--- src/rtl/shift_pkg.sv ---
// Op codes and decode helpers shared by the pipelined shift/rotate unit.
package shift_pkg;

  typedef logic [2:0] shift_op_t;

  localparam shift_op_t OP_SLL = 3'd0;
  localparam shift_op_t OP_SRL = 3'd1;
  localparam shift_op_t OP_SLA = 3'd2;
  localparam shift_op_t OP_SRA = 3'd3;
  localparam shift_op_t OP_ROL = 3'd4;
  localparam shift_op_t OP_ROR = 3'd5;

  function automatic logic is_right(input shift_op_t op);
    return (op == OP_SRL) || (op == OP_SRA) || (op == OP_ROR);
  endfunction

  function automatic logic is_arith(input shift_op_t op);
    return (op == OP_SLA) || (op == OP_SRA);
  endfunction

  function automatic logic is_rotate(input shift_op_t op);
    return (op == OP_ROL) || (op == OP_ROR);
  endfunction

endpackage

--- src/rtl/shift_stage.sv ---
// One barrel level: shifts or rotates by DIST bit positions when en is set,
// filling vacated positions with fill for plain shifts.
module shift_stage #(
  parameter int WIDTH = 8,
  parameter int DIST  = 1
) (
  input  logic [WIDTH-1:0] data,
  input  logic             en,
  input  logic             right,
  input  logic             rotate,
  input  logic             fill,
  output logic [WIDTH-1:0] result
);

  logic [DIST-1:0] fill_bits;
  logic [DIST-1:0] right_in;
  logic [DIST-1:0] left_in;

  assign fill_bits = {DIST{fill}};
  assign right_in  = rotate ? data[DIST-1:0] : fill_bits;
  assign left_in   = rotate ? data[WIDTH-1:WIDTH-DIST] : fill_bits;

  assign result = !en   ? data :
                  right ? {right_in, data[WIDTH-1:DIST]} :
                          {data[WIDTH-DIST-1:0], left_in};

endmodule

--- src/rtl/shift_unit_pipe.sv ---
// Two-stage valid/ready shift/rotate unit (S1 operands, S2 result).
// Define SHIFT_FLAGS_EN to add the registered out_zero/out_carry flags.
module shift_unit_pipe
  import shift_pkg::*;
#(
  parameter int WIDTH   = 8,
  parameter int SHAMT_W = 4
) (
  input  logic               clk,
  input  logic               rst_n,
  input  logic               in_valid,
  output logic               in_ready,
  input  logic [WIDTH-1:0]   in_data,
  input  logic [SHAMT_W-1:0] in_shamt,
  input  logic [2:0]         in_op,
  output logic               out_valid,
  input  logic               out_ready,
  output logic [WIDTH-1:0]   out_data
`ifdef SHIFT_FLAGS_EN
  ,
  output logic               out_zero,
  output logic               out_carry
`endif
);

  localparam int LEVELS = $clog2(WIDTH);

  logic               s1_valid;
  logic [WIDTH-1:0]   s1_data;
  logic [SHAMT_W-1:0] s1_shamt;
  shift_op_t          s1_op;
  logic               s2_valid;
  logic               s1_adv;
  logic               s2_adv;

  assign s2_adv    = !s2_valid || out_ready;
  assign s1_adv    = !s1_valid || s2_adv;
  assign in_ready  = s1_adv;
  assign out_valid = s2_valid;

  logic [31:0]              shamt_ext;
  logic                     rot;
  logic                     reserved;
  logic                     right;
  logic                     fill;
  logic                     oor;
  logic [LEVELS-1:0]        amt;
  logic [LEVELS:0][WIDTH-1:0] lvl;
  logic [WIDTH-1:0]         shift_res;

  assign shamt_ext = 32'(s1_shamt);
  assign rot       = is_rotate(s1_op);
  assign reserved  = (s1_op > OP_ROR);
  assign right     = is_right(s1_op);
  assign fill      = is_arith(s1_op) && right && s1_data[WIDTH-1];
  // Rotates wrap modulo WIDTH; plain shifts saturate once the amount reaches WIDTH.
  assign oor       = !rot && !reserved && (shamt_ext >= 32'(WIDTH));
  assign amt       = reserved ? '0 :
                     rot      ? LEVELS'(shamt_ext % 32'(WIDTH)) :
                                LEVELS'(shamt_ext);
  assign lvl[0]    = s1_data;

  for (genvar gi = 0; gi < LEVELS; gi++) begin : g_level
    shift_stage #(
      .WIDTH (WIDTH),
      .DIST  (2 ** gi)
    ) u_stage (
      .data   (lvl[gi]),
      .en     (amt[gi]),
      .right  (right),
      .rotate (rot),
      .fill   (fill),
      .result (lvl[gi+1])
    );
  end

  assign shift_res = oor ? {WIDTH{fill}} : lvl[LEVELS];

  always_ff @(posedge clk or negedge rst_n) begin
    if (!rst_n) begin
      s1_valid <= 1'b0;
      s1_data  <= '0;
      s1_shamt <= '0;
      s1_op    <= OP_SLL;
      s2_valid <= 1'b0;
      out_data <= '0;
    end else begin
      if (s1_adv) begin
        s1_valid <= in_valid;
        if (in_valid) begin
          s1_data  <= in_data;
          s1_shamt <= in_shamt;
          s1_op    <= in_op;
        end
      end
      if (s2_adv) begin
        s2_valid <= s1_valid;
        if (s1_valid) begin
          out_data <= shift_res;
        end
      end
    end
  end

`ifdef SHIFT_FLAGS_EN
  logic carry_next;

  // Carry is the last bit pushed off the end; for rotates that bit re-enters
  // at the LSB (ROL) or MSB (ROR) of the result.
  always_comb begin
    carry_next = 1'b0;
    if (shamt_ext != 32'd0) begin
      case (s1_op)
        OP_SLL, OP_SLA: begin
          for (int i = 0; i < WIDTH; i++) begin
            if (shamt_ext == 32'(WIDTH - i)) carry_next = s1_data[i];
          end
        end
        OP_SRL, OP_SRA: begin
          if (shamt_ext > 32'(WIDTH)) begin
            carry_next = fill;
          end else begin
            for (int i = 0; i < WIDTH; i++) begin
              if (shamt_ext == 32'(i + 1)) carry_next = s1_data[i];
            end
          end
        end
        OP_ROL:  carry_next = shift_res[0];
        OP_ROR:  carry_next = shift_res[WIDTH-1];
        default: carry_next = 1'b0;
      endcase
    end
  end

  always_ff @(posedge clk or negedge rst_n) begin
    if (!rst_n) begin
      out_zero  <= 1'b0;
      out_carry <= 1'b0;
    end else if (s2_adv && s1_valid) begin
      out_zero  <= (shift_res == '0);
      out_carry <= carry_next;
    end
  end
`endif

endmodule

--- config.mk ---
export PLATFORM = sky130hd
export DESIGN_NAME = shift_unit_pipe
export DESIGN_NICKNAME = d
export VERILOG_FILES = /design/src/rtl/shift_pkg.sv /design/src/rtl/shift_stage.sv /design/src/rtl/shift_unit_pipe.sv
export SDC_FILE = /design/constraint.sdc
export NUM_CORES = 1
export LEC_CHECK = 0
export BUFFER_PORTS_ARGS = -buffer_cell sky130_fd_sc_hd__buf_4
export CORE_ASPECT_RATIO = 0.7
export CORE_MARGIN = 3
export CORE_UTILIZATION = 50
export CTS_CLUSTER_DIAMETER = 40
export DETAILED_ROUTE_END_ITERATION = 10
export PLACE_DENSITY_LB_ADDON = 0.15
export SYNTH_ARGS = -nofsm -noshare
export SYNTH_HDL_FRONTEND = slang
export SYNTH_HIERARCHICAL = 1
export SYNTH_SLANG_ARGS = --single-unit
--- constraint.sdc ---
create_clock -name clk -period 3.9 [get_ports clk]
set_input_delay 0.585 -clock clk [delete_from_list [all_inputs] [get_ports clk]]
set_output_delay 0.585 -clock clk [all_outputs]
set_load 0.1 [all_outputs]
==> out/metrics.cfg <==
[floorplanning]
fp.dieW_um = 77.6
die_h_um = 56.1
start_util_pct = 54.4
io_pins = 29
core.rowCount = 17
die_area_um2 = 4350
coreArea_um2 = 3300

[yosys]
ys_warn_count = 6
yosys.area_share.simple_pct = 21.4
ys.flop_type = dfrtp_1
synth_top_cell_area_share_pct = 34.9
synth_edf_count = 0
syn_area_per_cell_um2 = 10.2
synthCells = 176
synth_cell_types = 35
synth_mux_area_share_pct = 20.7
synth_compound_area_share_pct = 15.3
syn_nets = 195
synth-seq-area-share_pct = 34.9
netlist_area_um2 = 1790
ys_top_cells_by_area = dfrtp_1 35%, mux2_4 9.2%, mux2i_1 8.4%
ys_async_sr_fraction_pct = 100
ys_ff_latch = 25
synth_top_cell_by_area = dfrtp_1
synth_xor_area_share_pct = 0
synth_top_family_by_area = simple AND/OR/NAND/NOR gates
synth_fa_ha_area_share_pct = 0

[clock_tree]
clk_path_buf_depth = 2
ctsRootBufferMaster = clkbuf_8
cts_tree = built
insertion_delay_ps = 280
post_cts_buffers = 0
clkSinkCount = 25
numCtsBuffers = 3
clk_pin_slew_ps = 100
cts_hold_buffers = 0
cts_htree_levels = 1
cts.repair.resized = 0

[power_and_ir_drop]
ir_drop_mv = 0.309
power_mw = 1.17
p_leak_nw = 0.914
powerDensity_nw_per_um2 = 585

[sta]
fmax_mhz = 412
hold_viol = 0
fin_ws_ps = 1470
fin_crit_sh_pct = 62.2
worstMarginPinSlew_ps = 613
fin_setup_tns_ps = 0
maxSlewViolCount = 0
fin_crit_ps = 2430
slew_headroom_pct = 59.1
rsz0062_at_grt = false
fin_skew_ps = 6.98
setup_violations = 0

[worst_setup_path]
required_ps = 4110
startpoint_type = register
r2r-end = out_data[7]
crit_path_end_kind = register
r2r_cells = 10
path_max_fanout = 11
reg2reg_from = s1_op[1]
cp.arrival_ps = 2630
ff2ff_setup_slack_ps = 1470
path_class = register to register

[global_route]
grt_overflow = 0
grt_util_all_layers_pct = 17.6
antenna_found_initial = 0
grt_max_degree = 26
first_global_vias = 1326
grt_first_pass_wirelength_um = 6260

[routing]
ant_nets = 0
vias_per_cell = 5.58
drc = 0
drt_iter0_markers = 107
avgRoutedWirePerCell_um = 14.8
finalWirelength_um = 3620
drtPass1Iterations = 4
vias = 1368

[place]
dp_hpwl_um = 2740
dp.cells = 241
gp_congestion = 0.869
dp_slack_ps = 1510
io_buffers = 28
placed_cell_area_um2 = 1950

[worst_hold_path]
hp-class = primary input to asynchronous set/reset pin

[layout]
final_nets = 218
area_growth_syn_to_layout_pct = 11.4
drive_above_1_share_pct = 30.8
fin_area_um2 = 2000
n_antenna_cell = 0
fin_cells = 245
final_cell_mix = 30 x buf_4, 25 x dfrtp_1, 19 x a21oi_1
final_common_cell = buf_4

[status]
status = finished clean

[job]
drv_cap = 0

[registers in the layout, summed over array words and instances (netlist names)]
| signal | flops |
|---|---|
| out_valid | 1 |
| s1_data | 8 |
| s1_op | 3 |
| s1_valid | 1 |
| s1_shamt | 4 |
| out_data | 8 |
[Yosys cell counts, drive strengths merged, types with 2 or more instances]
library cell,instances
nand2b,16
and2,5
dfrtp,25
mux2,16
nor2b,2
nor2,11
inv,2
nand3,6
nand2,16
mux2i,15
o211ai,12
buf,12
nand3b,3
a31oi,8
a21oi,19
[critical path, stage by stage (launching register included)]
cell      delay (ps)
dfrtp_1          420
nand2_1          120
and2_1           480
mux2i_1          150
a21oi_1          350
mux2i_1          120
a21oi_1          210
nand2_1           90
o211ai_1         210
nand2_1           70
a31oi_1          160
[cells by family after synthesis]
logic type,count (synthesis)
buffers and inverters,14
AND/OR/NAND/NOR,64
flip-flops,25
AO/OA/AOI/OAI,42
multiplexers,31
[report_power, final]
group          internal (mW)  switching (mW)  total, mW
Clock                 0.0750          0.0894      0.164
Sequential             0.311          0.0427      0.354
Combinational          0.213           0.437      0.650
[layer usage]
layer / wire (um) / vias up / part of all wire [%] / track usage, %
met5: 0 / - / 0 / 0
met4: 48 / 0 / 1.3 / 4.57
met3: 186 / 6 / 5.1 / 3.88
met2: 1500 / 37 / 41 / 24.8
met1: 1890 / 645 / 52 / 26.8
li1: - / 680 / - / -
[cell type report]
type	count	area, um^2
fillers	272	1300
clock buffers	3	41.3
repair buffers	30	225
clock inverters	1	8.76
flip-flops and latches	25	626
well taps	47	58.8
inverters	2	7.51
multi-input cells	137	1030
[metrics by stage]
stage	util, %	hold WS (ps)
3_5_place_dp	59.1	501
6_report	60.6	197
3_3_place_gp	59.1	494
5_1_grt	60.6	215
2_1_floorplan	-	289
4_1_cts	60.6	205
[worst max path at each step]
stage	start	endpoint	slack (ps)	cells after the start
final	s1_op[1]	out_data[7]	1470	10
after global routing	s1_op[1]	out_data[7]	1200	10
after CTS	s1_op[1]	out_data[7]	1480	10
after detailed placement	s1_op[1]	out_data[7]	1510	10
after global placement	s1_op[1]	out_data[7]	1560	10
after floorplan	out_valid	s1_data[0]	1310	4
Note: power is estimated with default switching activity, not from simulation.
